<file path="src/rtl/ifetch_unit.sv">
`timescale 1ns/1ps
`default_nettype none
// ============================================================================
// ifetch_unit : single-outstanding instruction fetch FSM with redirect/drain
// Rev 1.0
// ============================================================================
module ifetch_unit #(
   parameter logic [31:0] RESET_PC = 32'h0000_0000
) (
   input  logic        clk,
   input  logic        rst,
   input  logic        redirect_valid,
   input  logic [31:0] redirect_pc,
   output logic        imem_req_valid,
   input  logic        imem_req_ready,
   output logic [31:0] imem_req_addr,
   input  logic        imem_resp_valid,
   input  logic [31:0] imem_resp_data,
   output logic        inst_valid,
   input  logic        inst_ready,
   output logic [31:0] inst_data,
   output logic [31:0] inst_pc
);

   typedef enum logic [2:0] {
      S_IDLE  = 3'd0,
      S_REQ   = 3'd1,
      S_WAIT  = 3'd2,
      S_HOLD  = 3'd3,
      S_DRAIN = 3'd4
   } state_t;

   state_t      state_q, state_d;
   logic [31:0] pc_q, pc_d;
   logic [31:0] inst_data_q, inst_data_d;
   logic [31:0] inst_pc_q, inst_pc_d;
   logic        armed_q;
   logic        req_valid_q;
   logic        inst_valid_q;
   logic [31:0] w_redir_pc;

   assign w_redir_pc = {redirect_pc[31:2], 2'b00};

   always_comb begin
      state_d     = state_q;
      pc_d        = pc_q;
      inst_data_d = inst_data_q;
      inst_pc_d   = inst_pc_q;
      if (redirect_valid) begin
         pc_d = w_redir_pc;
      end
      case (state_q)
         // armed_q holds IDLE for one full cycle after reset release
         S_IDLE: begin
            if (redirect_valid || armed_q) begin
               state_d = S_REQ;
            end
         end
         S_REQ: begin
            if (imem_req_ready) begin
               state_d = redirect_valid ? S_DRAIN : S_WAIT;
            end
         end
         S_WAIT: begin
            if (redirect_valid) begin
               state_d = imem_resp_valid ? S_REQ : S_DRAIN;
            end else if (imem_resp_valid) begin
               inst_data_d = imem_resp_data;
               inst_pc_d   = pc_q;
               pc_d        = pc_q + 32'd4;
               state_d     = S_HOLD;
            end
         end
         S_HOLD: begin
            if (redirect_valid || inst_ready) begin
               state_d = S_REQ;
            end
         end
         S_DRAIN: begin
            if (imem_resp_valid) begin
               state_d = S_REQ;
            end
         end
         default: state_d = S_IDLE;
      endcase
   end

   always_ff @(posedge clk or posedge rst) begin
      if (rst) begin
         state_q      <= S_IDLE;
         pc_q         <= RESET_PC;
         inst_data_q  <= 32'd0;
         inst_pc_q    <= 32'd0;
         armed_q      <= 1'b0;
         req_valid_q  <= 1'b0;
         inst_valid_q <= 1'b0;
      end else begin
         state_q      <= state_d;
         pc_q         <= pc_d;
         inst_data_q  <= inst_data_d;
         inst_pc_q    <= inst_pc_d;
         armed_q      <= 1'b1;
         req_valid_q  <= (state_d == S_REQ);
         inst_valid_q <= (state_d == S_HOLD);
      end
   end

   assign imem_req_valid = req_valid_q;
   assign imem_req_addr  = pc_q;
   assign inst_valid     = inst_valid_q;
   assign inst_data      = inst_data_q;
   assign inst_pc        = inst_pc_q;

endmodule
`default_nettype wire

</file>
<file path="config.mk">
export PLATFORM = sky130hd
export DESIGN_NAME = ifetch_unit
export DESIGN_NICKNAME = d
export VERILOG_FILES = /design/src/rtl/ifetch_unit.sv
export SDC_FILE = /design/constraint.sdc
export NUM_CORES = 1
export LEC_CHECK = 0
export BUFFER_PORTS_ARGS = -buffer_cell sky130_fd_sc_hd__buf_2
export CORE_MARGIN = 8
export CORE_UTILIZATION = 50
export CTS_CLUSTER_SIZE = 25
export DETAILED_ROUTE_END_ITERATION = 10
export PLACE_DENSITY = 0.82
export SLEW_MARGIN = 20
export SYNTH_ARGS = -nofsm -noshare
export SYNTH_HDL_FRONTEND = slang
export SYNTH_SLANG_ARGS = --single-unit
</file>
<file path="constraint.sdc">
create_clock -name clk -period 5.3 [get_ports clk]
set_input_delay 0 -clock clk [delete_from_list [all_inputs] [get_ports clk]]
set_output_delay 0 -clock clk [all_outputs]
set_load 0.02 [all_outputs]
</file>
Word level (Yosys, flattened, before mapping)
Cells that the tools add are included.
Widths: inputs -> output; s select.
- flip-flop bits (word level): 102
- latch bits: 0
- bits in writable memories: 0
- memory bits (read-only): 0
- bits of input ports: 70
- logic and storage cells: 32
- memories: 0
- $add $sub $neg: 1
- $mul: 0
- divide/modulo/power cells: 0
- $lt $le $gt $ge: 0
- equality and inequality tests: 6
- shift-type cells: 0
- muxes and demuxes: 13
- bitwise logic cells: 1
- reductions and logical operators: 4
- operator list (kind ; number):
    $mux 32 ; 4
    $add 32x3->32 const B ; 1
    $mux 3 ; 8
    $pmux 3 s5 ; 1
    $eq 3x2->1 const B ; 3
    $eq 3x1->1 const B ; 2
    $eq 3x3->1 const B ; 1
    $logic_not 3->1 ; 1
    $reduce_and 3->1 ; 1
    $logic_or 1x1->1 ; 2
    $not 1->1 ; 1

Depth between registers and ports, before layout
- depth after elaboration: 4
- depth in mapped cells: 7
- mapped depth without buffers: 5

Least setup slack after synthesis
OpenSTA, ideal clock, no wires.
- path type: reg2reg
- from: register pc_q[2] (netlist: imem_req_addr[2])
- to: register pc_q[28] (netlist: imem_req_addr[28])
- library setup time: 0.082 ns
- arrival: 1.845 ns
- path slack: 3.373 ns
- cell stages (with the launch flop): 6
- buffers on the path: 0
- clock period less this slack: 1.927 ns
- cell sequence: dfrtp_1 ha_1 nand3_1 or4_1 or4_1 a31oi_1
- cells in the longest elaborated chain, start to end: 4
- ends and longest elaborated chain (element ; line ; RTL):
    start: declaration ; 34 ; logic [31:0] pc_q, pc_d;
    start signal: assignment ; 99 ; pc_q <= pc_d;
    $add 32x3->32 ; 70 ; pc_d = pc_q + 32'd4;
    $mux 32 ; 67 ; end else if (imem_resp_valid) begin
    $mux 32 ; 65 ; if (redirect_valid) begin
    $mux 32 ; 52 ; case (state_q)
    named net pc_d[28] ; 34 ;
The timed path passes the listed nets, and every way through them passes these cells.
A chain may end at the register's enable or synchronous reset.

Final worst setup path
- from: register pc_q[4] (netlist: imem_req_addr[4])
- to: register pc_q[15] (netlist: imem_req_addr[15])
Same word-level chain as after synthesis.

==> run_results.csv <==
group,metric,value,unit
sta,period_share,0.5192,
clocking,clk_pin_slew,100,ps
clocking,clkLatencyLatePin,370,ps
placed_design,hpwl,8779,um
cells_and_area,synthToLayoutAreaGrowth,38.22,%
synthesis,synth_cell_types,45,
routing,dr_wl_met3,776,um
cells_and_area,drive_above_1_share,0.4180,
worst_setup_path,crit_fanout,31,
sta,fin_crit,2752,ps
routing,first_iter_violations,216,
synthesis,ys_async_sr_fraction,1.000,
floorplanning,die_w,111.5,um
power_and_ir_drop,leakagePower,2.982,nW
placed_design,placed_cells_incl_taps,641,
worst_setup_path,worst_setup_path_end_kind,"flip-flop",
hold_path,holdPathEnd,"inst_valid$_DFF_PP0_",
clocking,cts_resized,0,
routing,wire_per_inst,17.66,um
synthesis,synthesis.nets,453,
clocking,htreeDepth,3,
cells_and_area,n_antenna_cell,0,
power_and_ir_drop,powerDensity,426.1,nW/um^2
worst_setup_path,critical_path.startpoint_type,"flip-flop",
power_and_ir_drop,peakVddDrop,0.2239,mV
routing,ant_nets,0,
synthesis,yosys_warnings,0,
sta,worst_hold_slack,33.53,ps
worst_setup_path,r2r_cells,4,
routing,met2_length,6554,um
clocking,cts_tree,"yes",
floorplanning,die_y,111.5,um
floorplanning,core-area,9021,sq um
run,drv_cap,0,
routing,highest_layer,"met4",
worst_setup_path,r2r_end,"imem_req_addr[15]$_DFF_PP0_",
global_route,gr-total-overflow,0,
clocking,cts_inserted_buffers,9,
floorplanning,initial_core_util,0.5051,
outcome,status,"completed",
worst_setup_path,crit_type,"flip-flop to flip-flop",
clocking,clock-sinks,102,
global_route,antenna_found_initial,0,
routing,viasPerCell,5.524,
synthesis,synth-main-ff-cell,"dfrtp_1",
placed_design,io_buffers,165,
sta,slew_headroom,0.2977,
cells_and_area,layout_commonest_cell,"buf_2",
hold_path,hold_start,"inst_ready",
global_route,grt_pass1_wl,21130,um
cells_and_area,stdcell_area,6299,sq um
floorplanning,io_pins,168,
global_route,grt_max_degree,82,
routing,wl,12740,um
synthesis,netlist_area,4557,sq um
clocking,cts-root-buf,"clkbuf_8",
placed_design,place_area,5464,sq um
routing,drt_pass1_iterations,4,
clocking,clockBufferDepth,2,
global_route,gr-usage-all-layers,0.2039,
floorplanning,rows,35,
synthesis,syn_avg_cell_area,11.93,sq um
sta,worst_pin_slew,1050,ps
cells_and_area,mostFrequentLayoutCells,"buf_2, dfrtp_1, mux2_2, dlygate4sd3_1, nand2_1",
hold_path,hold_depth,4,
worst_setup_path,cp.arrival,3020,ps
sta,finalMaxSlewViolations,0,
synthesis,synth_cells,382,
routing,wl_met1,5178,um
hold_path,min_path_type,"input pin to flip-flop",
worst_setup_path,rrSetupSlack,2550,ps
worst_setup_path,worstPathRequired,5570,ps
synthesis,synth_edf_count,0,
floorplanning,dieArea,12420,sq um
sta,clock-skew-final,14.02,ps
global_route,grt_pass1_vias,4134,
sta,setup_violations,0,
routing,routed-via-count,3983,
sta,rsz0062_at_grt,"no",
worst_setup_path,r2r_start,"imem_req_addr[4]$_DFF_PP0_",
sta,setup_tns,0,ps
cells_and_area,fin_util,0.6982,
cells_and_area,fin_cells,721,
sta,hold_viol_final,0,
synthesis,ys_seq_area_frac,0.5601,
synthesis,synth_seq_cells,102,
sta,max_freq,363.4,MHz
cells_and_area,fin_nets,676,
placed_design,place.gp.congestion,0.7804,
routing,drc,0,
==> flip-flops by register name, summed over array words and instances (netlist names) <==
register and count:
armed_q 1, imem_req_addr 32, imem_req_valid 1, inst_data 32
inst_pc 32, inst_valid 1, state_q 3
==> stage by stage <==
| step | power (mW) | setup slack, ps |
|---|---|---|
| 2_1_floorplan | 1.813 | 2625 |
| 3_3_place_gp | 2.153 | 2678 |
| 3_5_place_dp | 2.197 | 2556 |
| 4_1_cts | 2.705 | 2540 |
| 5_1_grt | 2.834 | 2302 |
| 6_report | 2.684 | 2548 |
==> layer usage <==
metal	track usage	vias up
met4	0.08533	0
met2	0.3457	145
met1	0.2441	1943
met5	0	-
li1	-	1877
met3	0.04570	18
==> Yosys cell counts, types with 2 or more instances <==
master | instances | area share
or4_1 | 20 | 0.033
or2_2 | 2 | 0.0027
dfrtp_1 | 102 | 0.56
o31ai_1 | 13 | 0.021
inv_1 | 6 | 0.0049
o211ai_1 | 4 | 0.0066
clkbuf_1 | 9 | 0.0074
nor3_1 | 3 | 0.0033
nand4_1 | 10 | 0.014
a31oi_1 | 16 | 0.022
nand2_1 | 27 | 0.022
nor2b_1 | 4 | 0.0055
nor2_1 | 18 | 0.015
xor2_1 | 3 | 0.0058
nor4_1 | 2 | 0.0027
xnor2_1 | 4 | 0.0077
and2_1 | 5 | 0.0069
mux2_2 | 64 | 0.16
a21oi_1 | 2 | 0.0022
a221oi_1 | 2 | 0.0038
and4_1 | 4 | 0.0077
or3_1 | 2 | 0.0027
buf_2 | 9 | 0.0099
o21ai_0 | 12 | 0.013
nand3_1 | 19 | 0.021
==> cell type report <==
| cell class | instances | area (sq um) |
|---|---|---|
| Fill cell | 626 | 2723 |
| Sequential cell | 102 | 2552 |
| Multi-Input combinational cell | 254 | 1903 |
| Timing Repair Buffer | 231 | 1485 |
| Tap cell | 111 | 138.9 |
| Clock buffer | 9 | 123.9 |
| Clock inverter | 7 | 66.31 |
| Inverter | 7 | 28.78 |
==> worst max-delay path by stage <==
| stage | slack, ps | cells past startpoint | start | to |
|---|---|---|---|---|
| 2_1_floorplan | 2620 | 1 | rst | armed_q$_DFF_PP0_ |
| 3_3_place_gp | 2680 | 4 | imem_req_addr[4]$_DFF_PP0_ | imem_req_addr[23]$_DFF_PP0_ |
| 3_5_place_dp | 2560 | 4 | imem_req_addr[4]$_DFF_PP0_ | imem_req_addr[22]$_DFF_PP0_ |
| 4_1_cts | 2540 | 4 | imem_req_addr[4]$_DFF_PP0_ | imem_req_addr[22]$_DFF_PP0_ |
| 5_1_grt | 2300 | 4 | imem_req_addr[4]$_DFF_PP0_ | imem_req_addr[17]$_DFF_PP0_ |
| 6_report | 2550 | 4 | imem_req_addr[4]$_DFF_PP0_ | imem_req_addr[15]$_DFF_PP0_ |
==> power by group <==
| part | total [mW] | switching, mW | internal (mW) |
|---|---|---|---|
| clock | 0.466 | 0.284 | 0.181 |
| combinational | 1.03 | 0.592 | 0.435 |
| sequential | 1.19 | 0.161 | 1.03 |
==> kinds of logic after synthesis <==
kind of cell	synth area share
other	0.0008229
AND/OR/NAND/NOR	0.1565
flip-flops	0.5601
adder cells (fa/ha/maj)	0.002745
XOR/XNOR	0.01345
multiplexers	0.1604
AO/OA/AOI/OAI	0.08210
buffers and inverters	0.02388
==> critical path, cell delays in order (launching register included) <==
cell     delay (ps)
dfrtp_1         470
and4_1          350
nand4_1         850
or4_1           800
a31oi_1         190
==> what timing repair did <==
action                                  in CTS  in global routing
endpoints found under the hold margin       85                  0
setup buffers                                0                  0
endpoints found under the setup margin       0                  0
hold buffers                                64                  0
Note: power is estimated with default switching activity, not from simulation.
